$ cat config.mk
export PLATFORM = sky130hd
export DESIGN_NAME = voice_alloc
export DESIGN_NICKNAME = d
export VERILOG_FILES = /design/src/rtl/voice_pkg.sv /design/src/rtl/mask_sync.sv /design/src/rtl/voice_alloc.sv
export SDC_FILE = /design/constraint.sdc
export NUM_CORES = 1
export LEC_CHECK = 0
export CAP_MARGIN = 20
export CORE_UTILIZATION = 57
export CTS_BUF_LIST = sky130_fd_sc_hd__clkbuf_4 sky130_fd_sc_hd__clkbuf_8
export DETAILED_ROUTE_END_ITERATION = 8
export PLACE_DENSITY = 0.85
export SLEW_MARGIN = 5
export SYNTH_ARGS = -nofsm -noshare
export SYNTH_HDL_FRONTEND = slang
export SYNTH_SLANG_ARGS = --single-unit
$ cat constraint.sdc
create_clock -name clk -period 6.16 [get_ports clk]
set_clock_uncertainty 0.1 [all_clocks]
set_input_delay 1.232 -clock clk [delete_from_list [all_inputs] [get_ports clk]]
set_output_delay 1.232 -clock clk [all_outputs]
set_load 0.05 [all_outputs]
$ cat src/rtl/voice_pkg.sv
// Shared constants for the voice allocator.
//   NOTE_W / NKEYS : note index width and number of piano keys per octave row
//   TUNE           : phase increments for a 32-bit accumulator at 50 MHz,
//                    octave 0 = C4 row, equal-tempered around A4 = 440 Hz
//   state_e        : scan FSM states
package voice_pkg;
  localparam int NOTE_W = 4;
  localparam int NKEYS  = 12;
  localparam int TUNE_W = 16;

  localparam logic [TUNE_W-1:0] TUNE [NKEYS] = '{
    16'd22474, 16'd23810, 16'd25226, 16'd26726, 16'd28315, 16'd29998,
    16'd31782, 16'd33672, 16'd35674, 16'd37796, 16'd40043, 16'd42424
  };

  typedef enum logic {IDLE, SCAN} state_e;

  // Out-of-range indices map to C so a stale or corrupt note never reads
  // past the table.
  function automatic logic [TUNE_W-1:0] tune(input logic [NOTE_W-1:0] n);
    return (n < NOTE_W'(NKEYS)) ? TUNE[n] : TUNE[0];
  endfunction
endpackage

$ cat src/rtl/mask_sync.sv
// Two-flop synchronizer plus a stability register for a multi-bit bus.
//   clk, ar : system clock, synchronous active-high reset
//   din     : asynchronous input bus
//   dout    : third-stage copy of the bus
//   stable  : 1 when stage two equals stage three, i.e. the bus held still
//             across one full clk period, so a skewed multi-bit change is
//             never consumed half-applied
module mask_sync
  import voice_pkg::*;
#(
  parameter int W = NKEYS
) (
  input  logic         clk,
  input  logic         ar,
  input  logic [W-1:0] din,
  output logic [W-1:0] dout,
  output logic         stable
);
  logic [W-1:0] s1_q, s2_q, s3_q;

  always_ff @(posedge clk) begin
    if (ar) begin
      s1_q <= '0;
      s2_q <= '0;
      s3_q <= '0;
    end else begin
      s1_q <= din;
      s2_q <= s1_q;
      s3_q <= s2_q;
    end
  end

  assign dout   = s3_q;
  assign stable = (s2_q == s3_q);
endmodule

$ cat src/rtl/voice_alloc.sv
// Polyphonic voice allocator: maps held piano keys onto NV wavetable voices.
//   clk, ar     : system clock, synchronous active-high reset
//   key_mask    : held keys (bit k = note k), asynchronous to clk
//   octave      : octave shift applied to every voice's tuning word
//   voice_gate  : per-voice sounding flag
//   voice_note  : per-voice note index, voice v at [4v+3:4v]
//   voice_inc   : per-voice tuning word, voice v at [INC_W*v +: INC_W]
//   steal_pulse : one-cycle pulse when an active voice is reassigned
//   busy        : 1 while a mask change is being scanned
// A settled mask change is scanned one key per cycle in ascending order;
// note-on takes the lowest free voice or steals the oldest active one.
module voice_alloc
  import voice_pkg::*;
#(
  parameter int NV    = 4,
  parameter int INC_W = 24,
  parameter int AGE_W = 4
) (
  input  logic                clk,
  input  logic                ar,
  input  logic [NKEYS-1:0]    key_mask,
  input  logic [1:0]          octave,
  output logic [NV-1:0]       voice_gate,
  output logic [4*NV-1:0]     voice_note,
  output logic [INC_W*NV-1:0] voice_inc,
  output logic                steal_pulse,
  output logic                busy
);
  localparam logic [AGE_W-1:0] AGE_MAX = '1;

  logic [NKEYS-1:0] mask_s;
  logic             stable;

  mask_sync #(.W(NKEYS)) u_sync (
    .clk    (clk),
    .ar     (ar),
    .din    (key_mask),
    .dout   (mask_s),
    .stable (stable)
  );

  state_e                        state_q, state_d;
  logic [NOTE_W-1:0]             idx_q, idx_d;
  logic [NKEYS-1:0]              snap_q, snap_d, diff_q, diff_d, prev_q, prev_d;
  logic [NV-1:0]                 gate_q, gate_d;
  logic [NV-1:0][NOTE_W-1:0]     note_q, note_d;
  logic [NV-1:0][AGE_W-1:0]      age_q, age_d;
  logic [NV-1:0][INC_W-1:0]      inc_q, inc_d;
  logic                          steal_q, steal_d;

  logic             held, found;
  int               tgt;
  logic [AGE_W-1:0] best;

  always_comb begin
    state_d = state_q;
    idx_d   = idx_q;
    snap_d  = snap_q;
    diff_d  = diff_q;
    prev_d  = prev_q;
    gate_d  = gate_q;
    note_d  = note_q;
    age_d   = age_q;
    steal_d = 1'b0;
    held    = 1'b0;
    found   = 1'b0;
    tgt     = 0;
    best    = '0;

    case (state_q)
      IDLE: begin
        if (stable && (mask_s != prev_q)) begin
          snap_d  = mask_s;
          diff_d  = mask_s ^ prev_q;
          idx_d   = '0;
          state_d = SCAN;
        end
      end
      SCAN: begin
        if (diff_q[idx_q]) begin
          if (snap_q[idx_q]) begin
            for (int v = 0; v < NV; v++)
              if (gate_q[v] && note_q[v] == idx_q) held = 1'b1;
            if (!held) begin
              for (int v = 0; v < NV; v++)
                if (!found && !gate_q[v]) begin
                  found = 1'b1;
                  tgt   = v;
                end
              if (!found) begin
                // All voices busy: strict '>' keeps the lowest index on ties.
                best = age_q[0];
                for (int v = 1; v < NV; v++)
                  if (age_q[v] > best) begin
                    best = age_q[v];
                    tgt  = v;
                  end
                steal_d = 1'b1;
              end
              for (int v = 0; v < NV; v++) begin
                if (v == tgt) begin
                  note_d[v] = idx_q;
                  gate_d[v] = 1'b1;
                  age_d[v]  = '0;
                end else if (gate_q[v] && age_q[v] != AGE_MAX) begin
                  age_d[v] = age_q[v] + 1'b1;
                end
              end
            end
          end else begin
            // Release keeps note/age so the downstream tail stays in tune.
            for (int v = 0; v < NV; v++)
              if (gate_q[v] && note_q[v] == idx_q) gate_d[v] = 1'b0;
          end
        end
        if (idx_q == NOTE_W'(NKEYS - 1)) begin
          prev_d  = snap_q;
          state_d = IDLE;
        end else begin
          idx_d = idx_q + 1'b1;
        end
      end
      default: state_d = IDLE;
    endcase

    for (int v = 0; v < NV; v++)
      inc_d[v] = INC_W'(tune(note_q[v])) << octave;
  end

  always_ff @(posedge clk) begin
    if (ar) begin
      state_q <= IDLE;
      idx_q   <= '0;
      snap_q  <= '0;
      diff_q  <= '0;
      prev_q  <= '0;
      gate_q  <= '0;
      note_q  <= '0;
      age_q   <= '0;
      steal_q <= 1'b0;
      for (int v = 0; v < NV; v++) inc_q[v] <= INC_W'(TUNE[0]);
    end else begin
      state_q <= state_d;
      idx_q   <= idx_d;
      snap_q  <= snap_d;
      diff_q  <= diff_d;
      prev_q  <= prev_d;
      gate_q  <= gate_d;
      note_q  <= note_d;
      age_q   <= age_d;
      steal_q <= steal_d;
      inc_q   <= inc_d;
    end
  end

  assign voice_gate  = gate_q;
  assign voice_note  = note_q;
  assign voice_inc   = inc_q;
  assign steal_pulse = steal_q;
  assign busy        = (state_q == SCAN);
endmodule

==> key figures <==
Detailed routing
  – WL final: ~23 mm
  – Highest routed layer: met4
  – DRC: 0
  – Total vias in the final route: 8559
  – M1 WL: roughly 11 mm
  – Routed Antenna Nets: 0
  – First-pass iteration count of the detailed router: 5
  – Met3 WL: between 1 and 1.5 mm
  – DR WL/cell: 15.0 um
  – DRT iter0 DRCs: about 640
  – Vias per inst: 5.64
  – Wire length on met2: roughly 11 mm

Synth
  – Mapped cell area: a little over 10000 um^2
  – Largest family of logic cells by synthesized area: simple AND/OR/NAND/NOR gates
  – Synth Area in Adders: 5.08%
  – Yosys warning total: 0
  – Yosys cell types: 61
  – Post-synthesis mux area share: 7.47%
  – Area fraction in compound gates after synthesis: 18.4%
  – Cell taking the most area after synthesis: dfxtp_1
  – Post-synth top area share: 37.7%
  – Synth top area cells: dfxtp_1, nor2_1, mux2i_1
  – Sequential area share after synthesis: 37.7%
  – Mapped Avg Cell Area: between 8 and 9 um^2
  – Main synth FF type: dfxtp_1
  – Simple-gate portion of the synthesized area: 20.5%
  – Async SR Flop Fraction: 0%
  – Seq cells post-synth: 190
  – Xor-xnor portion of the synthesized cell area: 4.42%
  – Number of synthesized flops with an enable pin: 0
  – Commonest cells post-synth: dfxtp_1, nor2_1, a21oi_1
  – Gate Count Post-Synth: roughly 1.2k
  – Count leader, synth: dfxtp_1

STA
  – Max_slew headroom: 33.4%
  – Final worst hold slack: roughly 0.35 ns
  – Final min period: 5.70 ns
  – Crit share post-route: 92.6%
  – RSZ-0062 raised after global routing: false
  – Hold Fails Final Rpt: 0
  – Max-slew violation count: 0
  – F_max: 0.175 GHz
  – Final setup fails: 0
  – Setup_tns: 0 ns
  – Slew @ Worst Pin: 0.999 ns

GRT
  – Total GRT Usage: 25.4%
  – Initial antenna violation count: 0
  – First-pass GRT wire length: 37.2 mm
  – Vias in the first global route: about 7.6k
  – Global route total overflow: 0
  – Largest net degree at the start of global routing: 85

Outcome
  – Outcome: finished, final reports clean

Floorplanning
  – Initial Util: 58.4%
  – Die W: 135 um
  – DIE AREA: 18200 um^2
  – I/O Pins: 134
  – Num rows: 48
  – Die Height: 135 um
  – CORE AREA: 17300 um^2

Clock network
  – CTS tree: yes
  – Post-CTS setup buffer count: 0
  – H-tree levels: 4
  – Cts bufs inserted: 17
  – Clock insertion delay at the later pin of the skew report: 0.48 ns
  – Clk buf depth: 2
  – CTS Hold Buffers Added: 0
  – Clk Tree Root Cell: clkbuf_8
  – CTS resizes: 0
  – Clock sink count: 190
  – Clock-pin transition on the worst setup and hold timing paths: 0.12 ns

Critical path
  – CP Data Arrival Time: 5.94 ns
  – Worst Path Required: 6.40 ns
  – CP Max Fanout: 6
  – Endpoint kind of the worst setup timing path: flip-flop
  – Crit path kind: reg2reg
  – CP startpoint kind: flip-flop

Layout
  – Layout cells sized above 1: 4.87%
  – Ant diodes: 0
  – Final Instance Area: 11500 um^2
  – Number of fill cells: 1411
  – Syn-to-layout area delta: 14.3%
  – Nets: 1337

Placement
  – DP Wirelength: 16.1 mm
  – Routability cong.: 0.890
  – Port bufs: 113
  – DP Area: 11100 um^2

Pwr
  – Power Dens Cells: 218 nW/um^2
  – Total Power: 2.51 mW
  – Peak supply drop: 0.000175 V
  – Lkg Pwr: between 4 and 5 nW

Job
  – Max Cap Violations: 0

Worst hold path
  – HP Class: reg2reg
==> power breakdown <==
part | switching (mW) | leakage [nW] | total (mW) | internal (mW)
clock | 0.529 | 0.207 | 0.847 | 0.318
sequential | 0.0259 | 1.55 | 1.30 | 1.27
combinational | 0.241 | 2.79 | 0.369 | 0.128
==> sequential cells by signal, indices dropped and copies added (netlist names) <==
register,count
u_sync.s1_q,12
u_sync.dout,12
diff_q,12
voice_note,16
voice_gate,4
idx_q,4
snap_q,12
steal_pulse,1
voice_inc,76
age_q,16
prev_q,12
busy,1
u_sync.s2_q,12
==> routing by layer <==
layer  vias to the layer above  GRT usage (%)
met5                         -              0
met4                         0           7.74
met2                       295           40.9
met1                      3921           34.4
li1                       4312              -
met3                        31           4.73
==> layout by cell type, fill, tap and decap left out, types with 9 or more instances in the layout <==
| cell type | instances |
|---|---|
| dfxtp_1 | 190 |
| nor2_1 | 160 |
| clkdlybuf4s50_1 | 110 |
| a21oi_1 | 90 |
| nand2_1 | 88 |
| o21ai_0 | 87 |
| nor2b_1 | 72 |
| mux2i_1 | 54 |
| ha_1 | 41 |
| xor2_1 | 36 |
| inv_1 | 33 |
| nand3_1 | 30 |
| conb_1 | 20 |
| nand2b_1 | 18 |
| o22ai_1 | 18 |
| nor3_1 | 18 |
| clkbuf_8 | 17 |
| o21bai_1 | 16 |
| nand4_1 | 15 |
| xnor2_1 | 15 |
| a31oi_1 | 15 |
| a211o_1 | 11 |
| a211oi_1 | 9 |
| o211ai_1 | 9 |
==> cell type report <==
type | count | area (um^2) | area share (%)
Multi-Input combinational cell | 917 | 5730 | 49.6
Sequential cell | 190 | 3800 | 33.0
Timing Repair Buffer | 120 | 1190 | 10.3
Tap cell | 225 | 282 | 2.44
Clock buffer | 17 | 234 | 2.03
Clock inverter | 15 | 179 | 1.55
Inverter | 34 | 128 | 1.11
==> worst paths after layout <==
| kind | depth (start not counted) | slack (ns) | start | to |
|---|---|---|---|---|
| setup / recovery | 17 | 0.46 | age_q[1] | age_q[10] |
| hold / removal | 1 | 0.35 | u_sync.s1_q[2] | u_sync.s2_q[2] |
| setup reg to reg | 17 | 0.46 | age_q[1] | age_q[10] |
| hold reg to reg | 1 | 0.35 | u_sync.s1_q[2] | u_sync.s2_q[2] |
==> per-stage QoR <==
stage	util, %	setup WS (ns)	instances
after floorplan	-	1.42	1248
after global placement	64.2	0.809	1485
after detailed placement	64.2	0.604	1485
after CTS	66.6	0.539	1517
after global routing	66.7	0.0444	1518
final	66.7	0.457	1518
==> worst max-delay path, cell delays in order, from the launching register on <==
cell	delay [ns]
dfxtp_1	0.43
inv_1	0.07
ha_1	0.31
a2111oi_0	0.55
nor2_1	0.29
mux2i_1	0.27
ha_1	0.28
a2111oi_0	0.52
nor2_1	0.24
mux2_2	0.32
ha_1	0.32
and4_1	0.22
a31oi_1	0.29
o211ai_1	0.18
a211oi_1	0.65
nor2_1	0.11
nor2_1	0.22
o311ai_0	0.18
==> cells by family after synthesis <==
group / Yosys count
simple gates: 435
compound gates: 303
flops: 190
buf+inv: 141
mux: 67
xor+xnor: 51
fa+ha+maj: 41
other cells: 1
Note: power is estimated with default switching activity, not from simulation.
